$ cat src/rtl/stream_rr_arbiter.sv
// Round-robin arbiter that shares one valid/ready byte sink between NUM_SRC producers, with a bounded burst per grant.
// Optional ARB_STATS_EN adds saturating transfer and grant counters.

// Per-source ready gating: only the granted source sees the sink's ready.
module stream_rr_arbiter_lane #(
    parameter int IDX_W = 2,
    parameter int LANE  = 0
) (
    input  logic [IDX_W-1:0] grant_idx,
    input  logic             active,
    input  logic             dst_ready,
    output logic             src_ready
);
    assign src_ready = active && (grant_idx == IDX_W'(LANE)) && dst_ready;
endmodule

module stream_rr_arbiter #(
    parameter int NUM_SRC   = 4,
    parameter int DATA_W    = 8,
    parameter int MAX_BURST = 4
) (
    input  logic                       clock,
    input  logic                       reset,
    input  logic [NUM_SRC*DATA_W-1:0]  src_data,
    input  logic [NUM_SRC-1:0]         src_valid,
    output logic [NUM_SRC-1:0]         src_ready,
    output logic [DATA_W-1:0]          dst_data,
    output logic                       dst_valid,
    input  logic                       dst_ready,
    output logic [$clog2(NUM_SRC)-1:0] grant_idx,
    output logic                       busy
`ifdef ARB_STATS_EN
    ,
    output logic [15:0]                xfer_count,
    output logic [15:0]                grant_count
`endif
);
    localparam int IDX_W = $clog2(NUM_SRC);
    localparam logic [7:0] LAST_BEAT = 8'(MAX_BURST - 1);

    typedef enum logic {IDLE, GRANT} state_t;

    state_t                         state, state_nxt;
    logic [IDX_W-1:0]               rr_ptr, rr_nxt, grant_nxt, next_idx, pick_idx;
    logic [7:0]                     beat_cnt, beat_nxt;
    logic                           pick_found, active, xfer;
    logic [NUM_SRC-1:0][DATA_W-1:0] src_vec;

    assign src_vec   = src_data;
    assign active    = (state == GRANT) && !reset;
    assign busy      = (state == GRANT);
    assign dst_data  = src_vec[grant_idx];
    assign dst_valid = active && src_valid[grant_idx];
    assign xfer      = dst_valid && dst_ready;
    assign next_idx  = (grant_idx == IDX_W'(NUM_SRC - 1)) ? '0 : grant_idx + 1'b1;

    for (genvar g = 0; g < NUM_SRC; g++) begin : g_lane
        stream_rr_arbiter_lane #(.IDX_W(IDX_W), .LANE(g)) u_lane (
            .grant_idx (grant_idx),
            .active    (active),
            .dst_ready (dst_ready),
            .src_ready (src_ready[g])
        );
    end

    // Scan from the farthest candidate down so the closest one to rr_ptr wins.
    always_comb begin
        int               idx;
        logic [IDX_W-1:0] cand;
        idx        = 0;
        cand       = '0;
        pick_found = 1'b0;
        pick_idx   = '0;
        for (int k = NUM_SRC - 1; k >= 0; k--) begin
            idx = int'(rr_ptr) + k;
            if (idx >= NUM_SRC) idx = idx - NUM_SRC;
            cand = IDX_W'(idx);
            if (src_valid[cand]) begin
                pick_found = 1'b1;
                pick_idx   = cand;
            end
        end
    end

    always_comb begin
        state_nxt = state;
        rr_nxt    = rr_ptr;
        grant_nxt = grant_idx;
        beat_nxt  = beat_cnt;
        case (state)
            IDLE: begin
                if (pick_found) begin
                    grant_nxt = pick_idx;
                    beat_nxt  = 8'd0;
                    state_nxt = GRANT;
                end
            end
            GRANT: begin
                if (!src_valid[grant_idx] || (xfer && beat_cnt == LAST_BEAT)) begin
                    state_nxt = IDLE;
                    rr_nxt    = next_idx;
                    beat_nxt  = 8'd0;
                end else if (xfer) begin
                    beat_nxt = beat_cnt + 8'd1;
                end
            end
            default: state_nxt = IDLE;
        endcase
    end

    always_ff @(posedge clock) begin
        if (reset) begin
            state     <= IDLE;
            rr_ptr    <= '0;
            grant_idx <= '0;
            beat_cnt  <= 8'd0;
        end else begin
            state     <= state_nxt;
            rr_ptr    <= rr_nxt;
            grant_idx <= grant_nxt;
            beat_cnt  <= beat_nxt;
        end
    end

`ifdef ARB_STATS_EN
    logic grant_start;
    assign grant_start = (state == IDLE) && pick_found;

    always_ff @(posedge clock) begin
        if (reset) begin
            xfer_count  <= 16'd0;
            grant_count <= 16'd0;
        end else begin
            if (xfer && xfer_count != 16'hFFFF)         xfer_count  <= xfer_count + 16'd1;
            if (grant_start && grant_count != 16'hFFFF) grant_count <= grant_count + 16'd1;
        end
    end
`endif
endmodule

$ cat config.mk
export PLATFORM = sky130hd
export DESIGN_NAME = stream_rr_arbiter
export DESIGN_NICKNAME = d
export VERILOG_FILES = /design/src/rtl/stream_rr_arbiter.sv
export SDC_FILE = /design/constraint.sdc
export NUM_CORES = 1
export LEC_CHECK = 0
export CORE_MARGIN = 10
export CORE_UTILIZATION = 25
export CTS_BUF_LIST = sky130_fd_sc_hd__clkbuf_4 sky130_fd_sc_hd__clkbuf_8
export DETAILED_ROUTE_END_ITERATION = 8
export GPL_TIMING_DRIVEN = 0
export PLACE_DENSITY = 0.54
export SYNTH_ARGS = -nofsm -noshare
export SYNTH_HDL_FRONTEND = slang
export SYNTH_SLANG_ARGS = --single-unit
$ cat constraint.sdc
create_clock -name clock -period 1.82 [get_ports clock]
set_clock_uncertainty 0.1 [all_clocks]
set_input_delay 0.182 -clock clock [delete_from_list [all_inputs] [get_ports clock]]
set_output_delay 0.182 -clock clock [all_outputs]
set_load 0.05 [all_outputs]
==> results of run 1 <==
-- synthesized netlist by cell type (2+ instances only) --
library cell	number	area share, %
nand3_1	7	3.0
ha_1	5	5.4
a21oi_1	4	1.7
nand2b_1	4	2.2
inv_1	9	2.9
nor2b_1	3	1.6
and3b_1	2	1.5
buf_2	3	1.3
o21ai_0	3	1.3
a31oi_1	2	1.1
buf_4	5	3.2
mux2i_1	4	3.4
nor2_1	6	1.9
nand4_1	5	2.7
mux4_2	9	17
and2_1	5	2.7
nor3_1	3	1.3
clkbuf_1	2	0.65
dfxtp_1	13	22
o221ai_2	6	7.8
nand2_1	5	1.6
-- stage by stage --
stage                     util, %  power (mW)
final                        44.1        1.03
after global placement       40.3       0.713
after floorplan                 -       0.541
after detailed placement     40.3       0.716
after CTS                    41.9       0.996
after global routing         44.1        1.07
-- flip-flops by register name, indices dropped and copies added, names as in the netlist --
register / count
beat_cnt: 8
busy: 1
rr_ptr: 2
grant_idx: 2
-- layer usage --
| metal | share of wire (%) | global-route usage [%] | vias up |
|---|---|---|---|
| li1 | - | - | 578 |
| met1 | 39 | 11.3 | 559 |
| met2 | 55 | 16.1 | 25 |
| met3 | 4.5 | 1.49 | 4 |
| met4 | 1.5 | 3.85 | 0 |
| met5 | 0 | 0 | - |
-- kinds of logic after synthesis --
kind of cell	after synthesis	share of synthesized area [%]
buffers and inverters	20	9.05
multiplexers	14	21.9
adder cells (fa/ha/maj)	5	5.39
AND/OR/NAND/NOR	46	24.4
flip-flops	13	22.4
AO/OA/AOI/OAI	22	16.9
-- repair_timing --
item,CTS,global route
pin swaps,2,1
setup buffers,3,2
cloned,0,1
setup endpoints to repair,21,22
gates resized for setup,88,22
-- worst max-delay path by stage --
| stage | from | end |
|---|---|---|
| floorplan | grant_idx[1] | beat_cnt[6] |
| global placement | src_valid[0] | dst_valid |
| detailed placement | src_valid[0] | dst_valid |
| CTS | grant_idx[1] | dst_valid |
| global route | grant_idx[1] | dst_valid |
| finish | grant_idx[1] | dst_valid |
-- layout make-up --
cell class	instances	area, µm²	share of cell area (%)
multi-input cells	87	838	43.1
repair buffers	60	604	31.1
flip-flops and latches	13	273	14.0
plain buffers	10	82.6	4.24
well taps	52	65.1	3.34
clock buffers	4	48.8	2.51
inverters	9	33.8	1.74
-- worst max-delay path, stage by stage (launching register included) --
cell	delay, ns
dfxtp_4	0.36
mux4_2	0.54
and3b_1	0.24
buf_8	0.16
-- layout by cell type, fill, tap and decap left out, types with 2 or more instances in the layout --
cell type,n
buf_6,8
dfxtp_1,9
clkbuf_4,2
nand2_1,5
inv_1,9
a21oi_1,4
ha_1,5
nand2b_1,4
and2_1,5
nand3_1,5
dlygate4sd2_1,5
buf_2,2
nor2_1,6
o221ai_2,6
dfxtp_4,3
nor3_1,3
clkbuf_8,3
and3b_1,2
o21ai_0,3
nand4_1,5
clkdlybuf4s50_1,35
buf_4,13
mux2i_1,3
nor2b_1,3
mux4_2,9
a31oi_1,2
-- report_power, final --
part / internal, mW / switching [mW]
Clock: 0.170 / 0.118
Sequential: 0.295 / 0.0184
Combinational: 0.217 / 0.212
Total: 0.682 / 0.349
==> impl_metrics.ini, run 1 <==
[yosys]
async_reset_ff_share_pct = 0
avgSynthCellArea_um2 = 9.68
ys.warnings.count = 0
synth_edf_count = 0
netlist_area_um2 = 1160
syn-num-nets = 164
synth_ff_type = dfxtp_1
yosys.cell_types.count = 36
ys_ff_latch = 13
syn_inst = 120
ys_seq_area_share_pct = 22.4

[power_and_ir_drop]
powerDensity_nw_per_um2 = 530
max-vdd-ir-drop_mv = 0.211
leakage_nw = 0.729

[clock_network]
path_clk_slew_ns = 0.06
cts_tree = built
clock_path_buffers = 2
cts_root_buffer = clkbuf_8
clk_latency_ns = 0.25
htreeDepth = 1
clkSinkCount = 13
holdBufCountCts = 0
numCtsBuffers = 3

[sta]
rsz0062_at_grt = yes
max_freq_mhz = 542
drv_slew = 0
period_minus_slack_ns = 1.84
slew_headroom_pct = 65.4
finalCritPeriodShare_pct = 101
finalSetupViolations = 1
worst_pin_slew_ns = 0.518
setup_tns_ns = -0.0248
fin_hold_ws_ns = 0.365
finalWorstSetupSlack_ns = -0.0248
hold_viol_final = 0

[global_route]
first_global_vias = 1151
antenna_found_initial = 0
grt_pass1_wl_um = 5830
grt_max_degree = 11
overflow = 0
grtUsageTotal_pct = 9.36

[floorplanning]
io_pins = 55
rows = 24
dieArea_um2 = 7770
die_h_um = 88.2
die_w_um = 88.2
initial_core_util_pct = 26.3
coreArea_um2 = 4410

[status]
status = finished, violations left
violations = setup timing

[critical_path]
crit_path_end_kind = output pin
cp-start-kind = flop
r2r_end = beat_cnt[6]
cp.arrival_ns = 1.56
worstRegToRegCells = 5
worstPathMaxFanout = 4
r2r_start = grant_idx[1]
r2r_slack_ns = 0.04
crit_required_ns = 1.54
critPathKind = flop to output pin

[placement]
place_area_um2 = 1780
place_hpwl_um = 3120
place.gp.congestion = 0.722
pre_cts_slack_ns = -0.794
dp.cells = 226
port_buffers = 54

[drt]
antenna_left = 0
wirelength_um = 3880
drtIter0Drc = 72
wl_per_cell_um = 16.5
via_count = 1166
drcViolationCount = 0
first_pass_iters = 4
vias_per_cell = 4.96

[job]
maxCapViolations = 0

[cells_and_area]
area_delta_synth_final_pct = 67.6
final_cells = 235
final_cell_area_um2 = 1950
antenna_cells = 0
drive_above_1_share_pct = 31.7
nNetsFinal = 228
fillers = 400

[min_path]
min_path_cells = 3
hold_start = dst_ready
hold_class = input pin to flop
hold_end = beat_cnt[0]
Power figures use the tool's default switching activity.
==> run 2, diff against run 1 <==
--- a/config.mk
+++ b/config.mk
@@ -5,9 +5,10 @@
 export SDC_FILE = /design/constraint.sdc
 export NUM_CORES = 1
 export LEC_CHECK = 0
-export CORE_MARGIN = 10
+export CORE_MARGIN = 5
 export CORE_UTILIZATION = 25
 export CTS_BUF_LIST = sky130_fd_sc_hd__clkbuf_4 sky130_fd_sc_hd__clkbuf_8
+export CTS_CLUSTER_SIZE = 24
 export DETAILED_ROUTE_END_ITERATION = 8
 export GPL_TIMING_DRIVEN = 0
 export PLACE_DENSITY = 0.54
==> impl_metrics.ini, run 2 (synthesis gave the netlist of run 1 again) <==
[power_and_ir_drop]
powerDensity_nw_per_um2 = 531
p_total_mw = 1.01
leakage_nw = 0.703
max-vdd-ir-drop_mv = 0.324

[floorplanning]
rows = 24
io_pins = 55
die_h_um = 78.2
die_w_um = 78.2
initial_core_util_pct = 26.1
dieArea_um2 = 6110
coreArea_um2 = 4440

[clock_network]
clk_latency_ns = 0.25
holdBufCountCts = 0
htreeDepth = 1
numCtsBuffers = 3
path_clk_slew_ns = 0.05
cts_tree = built
clock_path_buffers = 2
cts_root_buffer = clkbuf_8
clkSinkCount = 13

[drt]
drtIter0Drc = 50
drcViolationCount = 0
vias_per_cell = 4.93
first_pass_iters = 4
wirelength_um = 3840
wl_per_cell_um = 16.3
antenna_left = 0
via_count = 1164

[sta]
rsz0062_at_grt = yes
finalWorstSetupSlack_ns = 0.0105
period_minus_slack_ns = 1.81
finalCritPeriodShare_pct = 99.4
max_freq_mhz = 553
slew_headroom_pct = 65.9
worst_pin_slew_ns = 0.510
setup_tns_ns = 0
drv_slew = 0
finalSetupViolations = 0
hold_viol_final = 0

[global_route]
antenna_found_initial = 0
overflow = 0
first_global_vias = 1132
grt_max_degree = 11
grtUsageTotal_pct = 12.2
grt_pass1_wl_um = 5950

[critical_path]
critPathKind = flop to output pin
crit_buf_inv = 1
cp-start-kind = flop
crit_required_ns = 1.54
cp_cell_sequence = mux4_2, and3b_1, buf_8
slowest_stage = mux4_2
crit_path_end_kind = output pin
slowest_delay_ns = 0.53
cp.arrival_ns = 1.53
worstPathMaxFanout = 4
crit_family = multiplexers

[cells_and_area]
final_cell_area_um2 = 1910
drive_above_1_share_pct = 32.6
final_common_cell = clkdlybuf4s50_1
layout_common_cells = 36 x clkdlybuf4s50_1, 18 x buf_4, 9 x mux4_2, 9 x inv_1, 9 x dfxtp_1
largest_reg_flops = 8
area_delta_synth_final_pct = 64.5
reg_top3 = beat_cnt x8, grant_idx x2, rr_ptr x2
antenna_cells = 0
nNetsFinal = 229
top_register = beat_cnt

[placement]
port_buffers = 54
place_hpwl_um = 3050
pre_cts_slack_ns = -0.815
place_area_um2 = 1780
place.gp.congestion = 0.814

[min_path]
hold_class = flop to flop

[status]
status = finished clean

[job]
maxCapViolations = 0
==> run 2: cell count changes in the layout (fill, tap and decap cells not counted), sizes merged <==
cell,delta
clkdlybuf4s50,+1
clkbuf,-2
buf,+3
dlymetal6s2s,-1
==> run 2: path summary, 6_finish.rpt <==
kind                                    from          end  slack, ns  cells past startpoint
worst min-delay path             beat_cnt[0]  beat_cnt[0]       0.37                      1
worst min register to register   beat_cnt[0]  beat_cnt[0]       0.37                      1
worst max-delay path            grant_idx[1]    dst_valid       0.01                      3
worst max register to register  grant_idx[1]  beat_cnt[5]       0.03                      6
==> run 2: worst register-to-register path, delay by kind of cell, from the launching register on <==
| family | cells | cell delay [ns] |
|---|---|---|
| buf+inv | 2 | 0.29 |
| mux | 2 | 0.68 |
| compound gates | 1 | 0.10 |
| flops | 1 | 0.36 |
| simple gates | 1 | 0.15 |
==> run 2: final cells by class <==
cell class	count	area (µm²)
multi-input cells	87	826
inverters	9	33.8
fillers	432	2530
repair buffers	61	584
flip-flops and latches	13	270
plain buffers	10	82.6
well taps	52	65.1
clock buffers	4	48.8
==> run 2: metrics by stage <==
step / util, % / cells / hold slack, ns
floorplan: - / 120 / 0.251
global placement: 40.0 / 226 / 0.383
detailed placement: 40.0 / 226 / 0.394
CTS: 41.9 / 235 / 0.396
global route: 43.0 / 236 / 0.382
finish: 43.0 / 236 / 0.369
==> run 2: where the power goes <==
part	total, mW	internal, mW	switching, mW	leakage, nW
Combinational	0.423	0.211	0.212	0.569
Clock	0.279	0.170	0.109	0.0262
Sequential	0.312	0.295	0.0174	0.108
==> run 2: routing by layer <==
layer	part of all wire, %	global-route usage (%)	routed length (µm)	vias to the layer above
li1	-	-	-	579
met1	43	15.7	1660	559
met2	52	20.2	2020	19
met3	2.3	1.95	90	7
met4	1.9	5.59	74	0
met5	0	0	0	-
==> run 2: timing repair <==
| item | CTS | global route |
|---|---|---|
| pin swaps | 2 | 2 |
| buffers inserted | 5 | 2 |
| gates resized for setup | 88 | 19 |
| setup endpoints to repair | 21 | 22 |
